[config.mk]
export PLATFORM = sky130hd
export DESIGN_NAME = ada_i2s_rx
export DESIGN_NICKNAME = d
export VERILOG_FILES = /design/src/rtl/ada_i2s_rx.sv
export SDC_FILE = /design/constraint.sdc
export NUM_CORES = 1
export LEC_CHECK = 0
export CORE_MARGIN = 2
export CORE_UTILIZATION = 61
export DETAILED_ROUTE_END_ITERATION = 7
export GPL_TIMING_DRIVEN = 0
export PLACE_DENSITY = 0.81
export SYNTH_ARGS = -nofsm -noshare
export SYNTH_HDL_FRONTEND = slang
export SYNTH_SLANG_ARGS = --single-unit
[constraint.sdc]
create_clock -name clk -period 3.85 [get_ports clk]
set_clock_uncertainty 0.15 [all_clocks]
set_input_delay 0.5775 -clock clk [delete_from_list [all_inputs] [get_ports clk]]
set_output_delay 0.5775 -clock clk [all_outputs]
set_load 0.01 [all_outputs]
[src/rtl/ada_i2s_rx.sv]
// ada_i2s_rx - I2S receive controller for the ADA digital-microphone path.
//
// Generates the I2S bit clock (ada_sck) and word select (ada_ws) for the
// I/O ring, drives the microphone L/R select (ada_lrs), deserializes ada_sd
// for the selected channel and queues complete samples in a small FIFO that
// is drained over a valid/ready interface.
//
// Ports:
//   clk, rstn          system clock (rising edge), async active-low reset
//   en                 capture enable; low = idle (clocks parked low)
//   lrs_sel            channel to capture (0 = left/WS low, 1 = right/WS high),
//                      latched only while idle
//   ada_sck, ada_ws    bit clock / word select to the I/O ring (registered)
//   ada_lrs            microphone L/R select to the I/O ring (registered)
//   ada_sd             serial data from the I/O ring
//   sample_data        FIFO head, MSB-first two's complement, raw
//   sample_valid       FIFO non-empty
//   sample_ready       consumer pop (pop = valid && ready)
//   fifo_level         FIFO occupancy
//   overflow, ovf_clr  sticky dropped-sample flag and its clear
module ada_i2s_rx #(
  parameter int CLK_DIV    = 8,
  parameter int SAMPLE_W   = 24,
  parameter int FIFO_DEPTH = 8
) (
  input  logic                          clk,
  input  logic                          rstn,
  input  logic                          en,
  input  logic                          lrs_sel,
  output logic                          ada_sck,
  output logic                          ada_ws,
  output logic                          ada_lrs,
  input  logic                          ada_sd,
  output logic [SAMPLE_W-1:0]           sample_data,
  output logic                          sample_valid,
  input  logic                          sample_ready,
  output logic [$clog2(FIFO_DEPTH):0]   fifo_level,
  output logic                          overflow,
  input  logic                          ovf_clr
);

  localparam int DW = $clog2(CLK_DIV);
  localparam int AW = $clog2(FIFO_DEPTH);
  localparam int LW = AW + 1;

  localparam logic [DW-1:0] D_RISE    = DW'(CLK_DIV / 2 - 1);
  localparam logic [DW-1:0] D_FALL    = DW'(CLK_DIV - 1);
  localparam logic [4:0]    LAST_SLOT = 5'(SAMPLE_W);
  localparam logic [LW-1:0] FULL_LVL  = LW'(FIFO_DEPTH);
  localparam logic [LW-1:0] ONE_LVL   = LW'(1);

  // Serial front end
  logic [DW-1:0]       d_q, d_d;
  logic [5:0]          b_q, b_d;
  logic                sck_q, sck_d;
  logic                ws_q, ws_d;
  logic                lrs_q, lrs_d;
  logic                sd_q, sd_d;
  logic [SAMPLE_W-1:0] shift_q, shift_d;
  logic [SAMPLE_W-1:0] shifted;
  logic                push_q, push_d;

  // FIFO
  logic [SAMPLE_W-1:0] mem [FIFO_DEPTH];
  logic [AW-1:0]       wr_ptr_q, wr_ptr_d;
  logic [AW-1:0]       rd_ptr_q, rd_ptr_d;
  logic [LW-1:0]       level_q, level_d;
  logic [SAMPLE_W-1:0] head_q, head_d;
  logic                ovf_q, ovf_d;

  logic rise, fall, capture;
  logic pop, full, wr, ovf_set;

  assign rise    = en && (d_q == D_RISE);
  assign fall    = en && (d_q == D_FALL);
  // Slot 0 of each half-frame is the I2S one-bit delay, so data lives in
  // slots 1..SAMPLE_W of the half-frame whose WS level matches lrs_q.
  assign capture = rise && (b_q[5] == lrs_q) && (b_q[4:0] != 5'd0) &&
                   (b_q[4:0] <= LAST_SLOT);

  if (SAMPLE_W == 1) begin : g_sw1
    assign shifted = sd_q;
  end else begin : g_swn
    assign shifted = {shift_q[SAMPLE_W-2:0], sd_q};
  end

  always_comb begin
    d_d     = '0;
    b_d     = '0;
    sck_d   = 1'b0;
    ws_d    = 1'b0;
    lrs_d   = lrs_q;
    sd_d    = ada_sd;
    shift_d = '0;
    push_d  = 1'b0;
    if (!en) begin
      lrs_d = lrs_sel;
    end else begin
      d_d     = (d_q == D_FALL) ? '0 : d_q + 1'b1;
      b_d     = fall ? b_q + 6'd1 : b_q;
      sck_d   = rise ? 1'b1 : (fall ? 1'b0 : sck_q);
      // WS follows the new bit count so it changes together with SCK falling.
      ws_d    = b_d[5];
      shift_d = capture ? shifted : shift_q;
      push_d  = capture && (b_q[4:0] == LAST_SLOT);
    end
  end

  // push_q is independent of en, so a sample completed just before en
  // drops still lands; shift_q holds it during the push cycle.
  always_comb begin
    pop      = sample_ready && (level_q != '0);
    full     = (level_q == FULL_LVL);
    wr       = push_q && (!full || pop);
    ovf_set  = push_q && full && !pop;
    wr_ptr_d = wr_ptr_q + AW'(wr);
    rd_ptr_d = rd_ptr_q + AW'(pop);
    level_d  = level_q + LW'(wr) - LW'(pop);
    ovf_d    = ovf_set ? 1'b1 : (ovf_clr ? 1'b0 : ovf_q);
    // Head register: the incoming sample becomes head when the FIFO is (or
    // is about to become) empty; otherwise a pop loads the next entry.
    head_d   = head_q;
    if (wr && ((level_q == '0) || (pop && (level_q == ONE_LVL)))) begin
      head_d = shift_q;
    end else if (pop && (level_q > ONE_LVL)) begin
      head_d = mem[rd_ptr_d];
    end
  end

  always_ff @(posedge clk) begin
    if (wr) begin
      mem[wr_ptr_q] <= shift_q;
    end
  end

  always_ff @(posedge clk or negedge rstn) begin
    if (!rstn) begin
      d_q      <= '0;
      b_q      <= '0;
      sck_q    <= 1'b0;
      ws_q     <= 1'b0;
      lrs_q    <= 1'b0;
      sd_q     <= 1'b0;
      shift_q  <= '0;
      push_q   <= 1'b0;
      wr_ptr_q <= '0;
      rd_ptr_q <= '0;
      level_q  <= '0;
      head_q   <= '0;
      ovf_q    <= 1'b0;
    end else begin
      d_q      <= d_d;
      b_q      <= b_d;
      sck_q    <= sck_d;
      ws_q     <= ws_d;
      lrs_q    <= lrs_d;
      sd_q     <= sd_d;
      shift_q  <= shift_d;
      push_q   <= push_d;
      wr_ptr_q <= wr_ptr_d;
      rd_ptr_q <= rd_ptr_d;
      level_q  <= level_d;
      head_q   <= head_d;
      ovf_q    <= ovf_d;
    end
  end

  assign ada_sck      = sck_q;
  assign ada_ws       = ws_q;
  assign ada_lrs      = lrs_q;
  assign sample_data  = head_q;
  assign sample_valid = (level_q != '0);
  assign fifo_level   = level_q;
  assign overflow     = ovf_q;

endmodule

==> flow_metrics.env, run 1 <==
export IMPL_ant_nets=0
export IMPL_wl_mm=25.2
export IMPL_reg2regPathDepth=12
export IMPL_synth_seq_cells=264
export IMPL_start_kind="input pin"
export IMPL_p_sw_uw=2960
export IMPL_yosysTopAreaCell="edfxtp_1"
export IMPL_switching_share_pct=34.1
export IMPL_clkTransAtPathRegs_ns=0.06
export IMPL_vias=6591
export IMPL_period_needed_ns=3.76
export IMPL_slew_headroom_pct=28.5
export IMPL_synthesis_area_sq_um=11000
export IMPL_grt_pass1_wl_mm=38.2
export IMPL_cts_made_buffers=27
export IMPL_min_path_cells=1
export IMPL_grt_use_total_pct=26.1
export IMPL_avgSynthCellArea_sq_um=15.3
export IMPL_num_nets_final=818
export IMPL_hold_slack_ns=0.307
export IMPL_drt_iter0_drc=488
export IMPL_yosysWarningCount=0
export IMPL_diodes=0
export IMPL_status="finished, final reports clean"
export IMPL_worstPathRequired_ns=4.10
export IMPL_syn2layout_area_growth_pct=15.3
export IMPL_place_gp_congestion=0.843
export IMPL_synth_top_area_share_pct=52.3
export IMPL_syn_instance_count=720
export IMPL_detail_route_first_pass_iterations=5
export IMPL_wl_per_cell_um=24.1
export IMPL_syn_nets=743
export IMPL_grt_overflow_total=0
export IMPL_clk_latency_ns=0.54
export IMPL_drive_above_1_share_pct=19.0
export IMPL_h_tree_depth=1
export IMPL_die_y_um=138
export IMPL_leakagePower_uw=0.00466
export IMPL_clockBufferDepth=3
export IMPL_hpwl_mm=15.3
export IMPL_die_w_um=138
export IMPL_viasPerCell=6.31
export IMPL_synth_area_leaders="edfxtp_1 (52%), dfrtp_1 (16%), mux2_2 (7.5%)"
export IMPL_clock_root_buffer="clkbuf_16"
export IMPL_final_util_pct=71.2
export IMPL_grt_antenna_before_repair=0
export IMPL_rsz0062_at_grt="false"
export IMPL_async_flop_share_pct=27.3
export IMPL_die_area_sq_um=19200
export IMPL_pwr_share_seq_pct=38.4
export IMPL_cts_setup_buffers=0
export IMPL_grt_pass1_vias=6947
export IMPL_place_port_buffers=38
export IMPL_end_kind="register"
export IMPL_num_rows=49
export IMPL_fin_crit_sh_pct=97.6
export IMPL_setup_viol=0
export IMPL_cp_max_fo=10
export IMPL_dp_cells=994
export IMPL_final_max_slew_viol_count=0
export IMPL_hold_class="reg -> reg"
export IMPL_path_class="in -> reg"
export IMPL_cts_sinks=264
export IMPL_initial_core_util_pct=61.8
export IMPL_ir_drop_v=0.000437
export IMPL_layoutNonFillerInstCount=1045
export IMPL_drv_cap=0
export IMPL_tightest_slew_ns=1.07
export IMPL_synthFlopType="edfxtp_1"
export IMPL_arrival_ns=4.01
export IMPL_synth_edf_count=192
export IMPL_p_clk_share_pct=29.3
export IMPL_fmaxAchievable_ghz=0.266
export IMPL_grt_max_degree=43
export IMPL_drc=0
export IMPL_p_per_area_nw_per_um2=683
export IMPL_hold_viol_final=0
export IMPL_pwr_share_comb_pct=32.3
export IMPL_yosysSeqAreaShare_pct=68.6
export IMPL_synth_cell_types=41
export IMPL_cts_tree="built"
export IMPL_fillCellCount=1082
export IMPL_design_portCount=40
export IMPL_total_power_uw=8680
export IMPL_p_int_uw=5720
export IMPL_core_sq_um=17800
[sequential cells by signal, indices dropped and copies added (netlist names)]
register	count
sample_data	24
b_q	6
shift_q	24
ada_lrs	1
push_q	1
rd_ptr_q	3
sd_q	1
mem	192
overflow	1
d_q	3
ada_sck	1
fifo_level	4
wr_ptr_q	3
[cells in the final DEF (no fill, tap or decap), types with 4 or more instances in the layout]
cell	n
dfrtp_1	72
o31ai_1	48
xor2_1	4
nor2_4	4
mux2i_1	49
o22ai_1	24
xnor2_1	4
a31oi_1	25
clkdlybuf4s50_1	37
nand2_1	11
clkbuf_1	32
buf_6	4
nor2b_1	53
and2_1	5
ha_1	15
a211oi_1	24
nand2b_1	7
mux2_2	73
inv_1	33
clkinv_2	4
buf_2	18
clkbuf_16	27
edfxtp_1	192
[stage by stage]
stage | cell area, sq um | worst slack (ns) | setup TNS [ns]
2_1_floorplan | 11000 | 0.373 | 0
3_3_place_gp | 11700 | -1.70 | -179.43
3_5_place_dp | 11800 | -0.557 | -10.33
4_1_cts | 12700 | 0.0125 | 0
5_1_grt | 12700 | 0.0433 | 0
6_report | 12700 | 0.0931 | 0
[layer usage]
layer	share of wire [%]	track usage, %	routed length (um)
met1	39	33.3	9750
met2	51	45.1	12700
met3	6.8	3.64	1700
met4	3.9	11.3	992
met5	0	0	0
[final timing paths]
check / from / end / slack [ns]
min in group asynchronous: rstn / shift_q[23] / 0.37
min: d_q[0] / d_q[0] / 0.31
min reg2reg: d_q[0] / d_q[0] / 0.31
max reg2reg: fifo_level[2] / sample_data[19] / 0.10
max in group asynchronous: rstn / fifo_level[3] / 2.57
max: sample_ready / sample_data[19] / 0.09
[layout make-up]
type                    count  area [sq um]  area share [%]
plain buffers              48           246            1.94
clock buffers              38           747            5.88
clock inverters            12           116           0.915
inverters                  33           124           0.975
multi-input cells         375          3140            24.7
flip-flops and latches    264          7570            59.5
well taps                 229           287            2.25
repair buffers             46           487            3.83
[Yosys cell counts (2+ instances only)]
cell type    n
nand4_1      2
nor2_1       9
nand2b_1     7
and2_1       5
mux2_2      73
nor2b_1     53
nand2_1     11
a21oi_1      2
edfxtp_1   192
a31oi_1     25
buf_2       18
nor3_1       2
dfrtp_1     72
xnor2_1      4
clkbuf_1    27
inv_1       33
o21ai_0      2
xor2_1       4
a211oi_1    24
o22ai_1     24
mux2i_1     49
o31ai_1     48
buf_12       2
ha_1        15
[power by group through the flow]
| stage | sequential [uW] | clock (uW) | combinational, uW |
|---|---|---|---|
| finish | 3340 | 2540 | 2800 |
| global placement | 3380 | 0 | 2620 |
| global route | 3350 | 2660 | 2950 |
| floorplan | 3420 | 0 | 1590 |
| detailed placement | 3390 | 0 | 2740 |
| CTS | 3330 | 2560 | 2760 |
[critical path: stages]
cell             delay [ns]
clkdlybuf4s50_1        0.54
clkbuf_1               0.47
clkbuf_2               0.38
nand2_1                0.11
inv_1                  0.09
ha_1                   0.15
ha_1                   0.18
buf_2                  0.22
buf_2                  0.36
mux2_2                 0.39
o31ai_1                0.39
o31ai_1                0.15
[what timing repair did]
action / 4_1_cts / 5_1_grt
endpoints found under the hold margin: 30 / 0
hold buffers: 1 / 0
endpoints found under the setup margin: 0 / 22
gates resized for setup: 0 / 6
[cells by family (layout without fill, tap and decap cells)]
| family | count (synthesis) | in the layout | share of synthesized area [%] |
|---|---|---|---|
| buffers and inverters | 81 | 177 | 3.33 |
| AO/OA/AOI/OAI | 131 | 131 | 8.34 |
| flip-flops | 264 | 264 | 68.6 |
| adder cells (fa/ha/maj) | 16 | 16 | 1.88 |
| multiplexers | 122 | 122 | 11.9 |
| XOR/XNOR | 9 | 9 | 0.783 |
| AND/OR/NAND/NOR | 97 | 97 | 5.13 |
Power figures use the tool's default switching activity.
==> inputs of run 2 (changes only) <==
--- a/config.mk
+++ b/config.mk
@@ -5,7 +5,7 @@
 export SDC_FILE = /design/constraint.sdc
 export NUM_CORES = 1
 export LEC_CHECK = 0
-export CORE_MARGIN = 2
+export CORE_MARGIN = 10
 export CORE_UTILIZATION = 61
 export DETAILED_ROUTE_END_ITERATION = 7
 export GPL_TIMING_DRIVEN = 0
==> run 2 against run 1 <==
  * First-iteration DRC count is 51% higher
  * Cell count stayed put
  * Global-route usage is 4.8 points lower
  * Die area is 24% higher
  * Final area is 0.69% higher
  * Sequential power hardly changed
  * Register-to-register slack better by 0.04 ns
  * Clock power is 2% higher
  * Core utilization is 0.25 points higher
  * Critical path depth is 1 higher
  * Largest cell class unchanged
  * Total power is 0.72% higher
  * Wire length is 3.2% higher
  * Largest power group unchanged
  * Critical path type unchanged
==> flow_metrics.env, run 2 (synthesized netlist as in run 1, its figures left out) <==
export IMPL_reg2regPathDepth=13
export IMPL_crit_family="buffers and inverters"
export IMPL_grt_overflow_total=0
export IMPL_clock_root_buffer="clkbuf_16"
export IMPL_slew_headroom_pct=32.2
export IMPL_drt_iter0_drc=739
export IMPL_regMostFlops="mem"
export IMPL_diodes=0
export IMPL_met2WireLength_mm=13.3
export IMPL_fmaxAchievable_ghz=0.266
export IMPL_viasPerCell=6.38
export IMPL_place_port_buffers=38
export IMPL_end_kind="register"
export IMPL_r2r_end="sample_data[18]"
export IMPL_period_needed_ns=3.76
export IMPL_grt_max_degree=38
export IMPL_start_kind="input pin"
export IMPL_leakagePower_uw=0.00470
export IMPL_design_portCount=40
export IMPL_cts_made_buffers=26
export IMPL_tightest_slew_ns=1.01
export IMPL_drive_above_1_share_pct=19.9
export IMPL_final_common_cell="edfxtp_1"
export IMPL_arrival_ns=4.03
export IMPL_largest_reg_flops=192
export IMPL_total_power_uw=8740
export IMPL_wl_met1_mm=9.96
export IMPL_vias=6667
export IMPL_rrSetupSlack_ns=0.14
export IMPL_slowest_stage="clkdlybuf4s50_1"
export IMPL_die_area_sq_um=23900
export IMPL_die_y_um=154
export IMPL_tns_ns=0
export IMPL_fin_crit_sh_pct=97.7
export IMPL_initial_core_util_pct=61.6
export IMPL_setup_viol=0
export IMPL_grt_use_total_pct=21.2
export IMPL_cp_depth=13
export IMPL_critPathBufInv=6
export IMPL_clk_latency_ns=0.53
export IMPL_die_w_um=154
export IMPL_dp_cells=996
export IMPL_syn2layout_area_growth_pct=16.1
export IMPL_cts_tree="built"
export IMPL_wl_per_cell_um=24.8
export IMPL_hold_viol_final=0
export IMPL_hold_class="reg -> reg"
export IMPL_rsz0062_at_grt="false"
export IMPL_grt_pass1_wl_mm=39.7
export IMPL_regArea_sq_um=7570
export IMPL_timing_rr_start="fifo_level[2]"
export IMPL_place_gp_congestion=0.838
export IMPL_top_layer="met4"
export IMPL_h_tree_depth=1
export IMPL_endpoint="sample_data[18]"
export IMPL_grt_pass1_vias=6983
export IMPL_multi_input_area_sq_um=3150
export IMPL_drv_cap=0
export IMPL_drc=0
export IMPL_path_class="in -> reg"
export IMPL_cts_sinks=264
export IMPL_wl_met3_mm=1.91
export IMPL_hpwl_mm=15.9
export IMPL_cp_max_fo=10
export IMPL_layoutNonFillerInstCount=1045
export IMPL_path_cells="clkdlybuf4s50_1, clkbuf_1, clkbuf_2, nand2_1, inv_1, ha_1, ha_1, xnor2_4, inv_1, nand2_1, buf_2, o22ai_1, o31ai_1"
export IMPL_core_sq_um=17900
export IMPL_num_nets_final=819
export IMPL_worstPathRequired_ns=4.12
export IMPL_crit_start="sample_ready"
export IMPL_detail_route_first_pass_iterations=5
export IMPL_ant_nets=0
export IMPL_clkTransAtPathRegs_ns=0.06
export IMPL_final_max_slew_viol_count=0
export IMPL_clockBufferDepth=3
export IMPL_layout_common_cells="edfxtp_1 (192), mux2_2 (73), dfrtp_1 (72)"
export IMPL_fillCellCount=1111
export IMPL_p_per_area_nw_per_um2=683
export IMPL_wl_mm=26.0
export IMPL_grt_antenna_before_repair=0
export IMPL_ir_drop_v=0.000534
export IMPL_cp_slowest_stage_delay_ns=0.51
export IMPL_num_rows=49
export IMPL_status="finished, final reports clean"
==> run 2: report_power, final <==
group	switching (uW)	total (uW)	internal, uW
sequential	128	3330	3200
combinational	1790	2830	1040
clock	1050	2580	1530
total	2970	8740	5770
==> run 2: how the worst min path moves through the flow <==
| stage | from | endpoint | slack [ns] | depth (start not counted) |
|---|---|---|---|---|
| after global placement | d_q[0] | d_q[0] | 0.27 | 1 |
| final | d_q[0] | d_q[0] | 0.30 | 1 |
| after detailed placement | d_q[0] | d_q[0] | 0.29 | 1 |
| after global routing | d_q[0] | d_q[0] | 0.31 | 1 |
| after CTS | d_q[0] | d_q[0] | 0.30 | 1 |
| after floorplan | rstn | ada_lrs | 0.13 | 0 |
==> run 2: cell type report <==
type	instances	share of cell area [%]
Inverter	33	0.968
Tap cell	229	2.24
Timing Repair Buffer	48	4.21
Buffer	48	1.94
Clock inverter	12	0.909
Multi-Input combinational cell	375	24.6
Sequential cell	264	59.1
Clock buffer	36	6.01
==> run 2: repair_timing <==
action,in CTS,in global routing
hold buffers,1,0
endpoints found under the setup margin,2,22
hold endpoints to repair,35,0
buffers inserted,0,0
resized for setup,1,7
==> run 2: metal layers <==
layer | vias to the layer above | GRT usage, %
li1 | 2870 | -
met4 | 0 | 7.38
met5 | - | 0
met2 | 332 | 36.6
met1 | 3391 | 26.7
met3 | 74 | 3.36
==> run 2: through the flow <==
stage / hold slack [ns] / util [%] / setup WS [ns] / cell area, sq um
after global placement: 0.270 / 65.3 / -1.95 / 11700
after detailed placement: 0.290 / 66.4 / -0.533 / 11900
after floorplan: 0.132 / - / 0.373 / 11000
final: 0.301 / 71.5 / 0.0889 / 12800
after global routing: 0.306 / 71.5 / 0.0115 / 12800
after CTS: 0.299 / 71.4 / 0.0274 / 12800
==> inputs of run 3 (changes only) <==
--- a/config.mk
+++ b/config.mk
@@ -5,11 +5,12 @@
 export SDC_FILE = /design/constraint.sdc
 export NUM_CORES = 1
 export LEC_CHECK = 0
+export CORE_ASPECT_RATIO = 1.25
 export CORE_MARGIN = 10
-export CORE_UTILIZATION = 61
+export CORE_UTILIZATION = 55
 export DETAILED_ROUTE_END_ITERATION = 7
 export GPL_TIMING_DRIVEN = 0
-export PLACE_DENSITY = 0.81
+export PLACE_DENSITY = 0.74
 export SYNTH_ARGS = -nofsm -noshare
 export SYNTH_HDL_FRONTEND = slang
 export SYNTH_SLANG_ARGS = --single-unit
==> run 3 against run 2 <==
  * Final area rose by 0.77%
  * Critical path depth did not move
  * Cell count rose by 3.6%
  * Global-route usage fell by 2.1 points
  * Clock-buffer cell count fell by 1
  * Sequential cell count did not move
  * Via count fell by 3.0%
  * Sequential share of layout area fell by 0.45 points
  * Total power fell by 0.58%
  * Die area rose by 9.6%
  * Critical path type unchanged
  * Critical endpoint is now sample_data[6]
==> flow_metrics.env, run 3 (synthesized netlist as in run 1, its figures left out) <==
export IMPL_hpwl_mm=16.2
export IMPL_syn2layout_area_growth_pct=17.0
export IMPL_die_w_um=147
export IMPL_largest_reg_flops=192
export IMPL_fin_crit_sh_pct=96.0
export IMPL_fmaxAchievable_ghz=0.271
export IMPL_start_kind="input pin"
export IMPL_die_area_sq_um=26100
export IMPL_hold_class="reg -> reg"
export IMPL_drc=0
export IMPL_worstPathRequired_ns=4.11
export IMPL_diodes=0
export IMPL_status="finished, final reports clean"
export IMPL_h_tree_depth=1
export IMPL_grt_use_total_pct=19.1
export IMPL_num_rows=57
export IMPL_drt_iter0_drc=480
export IMPL_crit_start="sample_ready"
export IMPL_rsz0062_at_grt="false"
export IMPL_drive_above_1_share_pct=19.4
export IMPL_hold_viol_final=0
export IMPL_viasPerCell=5.97
export IMPL_clock_root_buffer="clkbuf_16"
export IMPL_clkTransAtPathRegs_ns=0.06
export IMPL_ir_drop_v=0.000397
export IMPL_leakagePower_uw=0.00473
export IMPL_final_common_cell="edfxtp_1"
export IMPL_drv_cap=0
export IMPL_detail_route_first_pass_iterations=5
export IMPL_tightest_slew_ns=0.915
export IMPL_final_max_slew_viol_count=0
export IMPL_setup_viol=0
export IMPL_grt_pass1_vias=6815
export IMPL_hold_start="d_q[0]"
export IMPL_grt_max_degree=50
export IMPL_tns_ns=0
export IMPL_cts_made_buffers=26
export IMPL_place_gp_congestion=0.813
export IMPL_period_needed_ns=3.69
export IMPL_dp_cells=1034
export IMPL_end_kind="register"
export IMPL_wl_per_cell_um=23.4
export IMPL_layoutNonFillerInstCount=1083
export IMPL_timing_rr_start="fifo_level[2]"
export IMPL_grt_pass1_wl_mm=39.2
export IMPL_design_portCount=40
export IMPL_p_per_area_nw_per_um2=674
export IMPL_cts_tree="built"
export IMPL_layout_common_cells="edfxtp_1 (192), mux2_2 (73), dfrtp_1 (72)"
export IMPL_hold_slack_ns=0.282
export IMPL_slew_headroom_pct=38.8
export IMPL_num_nets_final=821
export IMPL_wl_mm=25.3
export IMPL_clockBufferDepth=3
export IMPL_total_power_uw=8690
export IMPL_clk_latency_ns=0.51
export IMPL_place_port_buffers=38
export IMPL_regMostFlops="mem"
export IMPL_vias=6469
export IMPL_arrival_ns=3.95
export IMPL_initial_core_util_pct=56.2
export IMPL_grt_overflow_total=0
export IMPL_ant_nets=0
export IMPL_cp_max_fo=10
export IMPL_path_class="in -> reg"
export IMPL_grt_antenna_before_repair=0
export IMPL_core_sq_um=19600
export IMPL_cts_setup_buffers=0
export IMPL_cts_sinks=264
export IMPL_final_util_pct=65.8
export IMPL_die_y_um=178
==> run 3: path summary, 6_finish.rpt <==
kind,endpoint,slack (ns),cells after the start
max,sample_data[6],0.16,13
min,d_q[0],0.28,1
max reg2reg,sample_data[20],0.20,12
min reg2reg,d_q[0],0.28,1
max in group asynchronous,shift_q[0],2.57,3
min in group asynchronous,wr_ptr_q[0],0.37,2
==> run 3: area by class of cell <==
cell class | instances | area, sq um
flip-flops and latches | 264 | 7570
clock inverters | 13 | 146
fillers | 1373 | 6720
multi-input cells | 375 | 3140
inverters | 33 | 124
plain buffers | 48 | 246
repair buffers | 50 | 609
clock buffers | 35 | 736
well taps | 265 | 332
==> run 3: metrics by stage <==
step	cell area, sq um	worst slack, ns
6_report	12900	0.156
5_1_grt	12900	0.00201
2_1_floorplan	11000	0.373
3_5_place_dp	12000	-0.581
4_1_cts	12900	0.142
3_3_place_gp	11700	-1.93
==> run 3: power by group <==
part	leakage [uW]	switching (uW)	internal, uW
clock network	0.000435	1040	1540
registers	0.00271	119	3200
logic	0.00158	1760	1030
==> run 3: repair_timing <==
| action | in CTS | in global routing |
|---|---|---|
| gates resized for setup | 2 | 2 |
| hold buffers | 1 | 0 |
| hold endpoints to repair | 23 | 0 |
| pin swaps | 0 | 0 |
| endpoints found under the setup margin | 12 | 10 |
==> run 3: critical path, stage by stage <==
cell             delay (ns)
clkdlybuf4s50_1        0.52
clkbuf_1               0.49
clkbuf_2               0.37
nand2_1                0.09
inv_1                  0.07
ha_1                   0.16
ha_1                   0.20
xnor2_2                0.19
nand2b_1               0.12
clkbuf_1               0.30
buf_2                  0.41
o22ai_1                0.16
o31ai_1                0.29
==> run 3: routing by layer <==
layer | GRT usage [%] | share of wire [%] | routed length (um)
met4 | 5.68 | 2.3 | 584
met3 | 3.37 | 6.7 | 1680
met1 | 23.3 | 39 | 9950
met5 | 0 | 0 | 0
met2 | 34.1 | 52 | 13100
==> RTL edit, RTL diff (flow settings as in run 3) <==
`shift_q` no longer has a reset.
--- a/src/rtl/ada_i2s_rx.sv
+++ b/src/rtl/ada_i2s_rx.sv
@@ -141,7 +141,6 @@
       ws_q     <= 1'b0;
       lrs_q    <= 1'b0;
       sd_q     <= 1'b0;
-      shift_q  <= '0;
       push_q   <= 1'b0;
       wr_ptr_q <= '0;
       rd_ptr_q <= '0;
@@ -155,7 +154,6 @@
       ws_q     <= ws_d;
       lrs_q    <= lrs_d;
       sd_q     <= sd_d;
-      shift_q  <= shift_d;
       push_q   <= push_d;
       wr_ptr_q <= wr_ptr_d;
       rd_ptr_q <= rd_ptr_d;
@@ -163,6 +161,10 @@
       head_q   <= head_d;
       ovf_q    <= ovf_d;
     end
+  end
+
+  always_ff @(posedge clk) begin
+    shift_q <= shift_d;
   end
 
   assign ada_sck      = sck_q;
Behaviour: same outputs for any inputs over 10 cycles, from zero or initial values and one cycle with rstn low; that may be too few to reach the edited logic, so the function may still have changed.
==> RTL edit against run 3 <==
  * Power decreased by 2.4%
  * Sequential cell count unchanged
  * Core utilization decreased by 1.5 points
  * Count of clock-buffer cells in the layout increased by 4
  * Routed wire length decreased by 6.2%
  * Global-route usage decreased by 1.0 points
  * Sequential share of layout area increased by 0.81 points
  * Sequential power decreased by 1%
  * Final area decreased by 2.9%
  * Synthesized area decreased by 1.3%
  * Via count decreased by 3.0%
  * Setup slack improved by 0.13 ns
==> RTL edit: results <==
set metrics [dict create \
    whs_endpoint "push_q$_DFF_PN0_" \
    grt_max_degree 35 \
    hp-start "en" \
    drt_iter0_markers 493 \
    critPathMaxStageDelay_ns 0.81 \
    holdCritPathClass "primary input to flip-flop" \
    setup_ws_ns 0.290 \
    grt_usage_pct 18.1 \
    gr-usage-met1_pct 21.6 \
    synthTopCellsByArea "edfxtp_1, mux2i_1, dfrtp_1, dfxtp_1, nor2b_1" \
    worst_pin_slew_ns 0.924 \
    met3_usage_pct 3.25 \
    cts_made_buffers 25 \
    worst_ep_arrival_time_ns 3.81 \
    dp_hpwl_um 15600 \
    syn-num-nets 741 \
    p_leak_uw 0.00506 \
    worstRegToRegCells 13 \
    drive_gt1_share_pct 10.1 \
    ff2ff_setup_slack_ns 0.60 \
    via_per_inst 5.83 \
    dp_cells 1029 \
    avgSynthCellArea_um2 15.2 \
    synth_cell_types 43 \
    place_congestion 0.811 \
    status "finished, final reports clean" \
    pre_cts_ws_ns -0.632 \
    layout.cells.non_filler 1075 \
    ys_top_cells_by_count "edfxtp_1, mux2i_1, nor2b_1" \
    vdd_ir_drop_max_mv 0.400 \
    cp_max_fo 11 \
    wl_per_cell_um 22.1 \
    min_path_cells 3 \
    ys_seq_area_share_pct 68.4 \
    post_dp_cell_area_um2 11700 \
]
==> RTL edit: changes by cell type after synthesis, sizes merged, moves of 7 or more <==
cell     delta
a2111oi    +24
a211o      +24
a211oi     -24
a22o       +24
clkbuf      -7
dfrtp      -24
dfxtp      +24
mux2       -72
mux2i      +73
o21ai      +23
o22ai      -24
o31ai      -48
==> RTL edit: what timing repair did <==
action / 4_1_cts / 5_1_grt
resized for setup: 1 / 2
hold endpoints to repair: 14 / 0
setup endpoints to repair: 19 / 3
hold buffers: 1 / 0
==> RTL edit: cells by family after synthesis <==
logic type | synth area share [%]
flip-flops | 68.4
AO/OA/AOI/OAI | 8.91
multiplexers | 11.3
AND/OR/NAND/NOR | 5.13
buffers and inverters | 3.50
adder cells (fa/ha/maj) | 1.91
XOR/XNOR | 0.793
==> RTL edit: area by class of cell <==
type | instances | area (um^2) | area share (%)
flip-flops and latches | 264 | 7450 | 59.5
multi-input cells | 373 | 3100 | 24.7
clock buffers | 39 | 708 | 5.66
repair buffers | 47 | 495 | 3.96
well taps | 265 | 332 | 2.65
plain buffers | 46 | 250 | 2.00
inverters | 34 | 128 | 1.02
clock inverters | 7 | 62.6 | 0.500
==> RTL edit: where the power goes <==
part / internal (uW) / switching [uW]
Combinational: 1190 / 1690
Sequential: 3180 / 99.3
Clock: 1330 / 1000
Total: 5690 / 2790
==> RTL edit: critical path: cells and delay by family <==
family	cells	cell delay (ns)
buf+inv	5	1.77
fa+ha+maj	2	0.43
compound gates	3	0.91
simple gates	1	0.13
==> RTL edit: metal layers <==
metal / vias to the layer above / share of wire (%)
met4: 0 / 3.0
met5: - / 0
li1: 2857 / -
met3: 59 / 5.1
met1: 3178 / 40
met2: 178 / 52
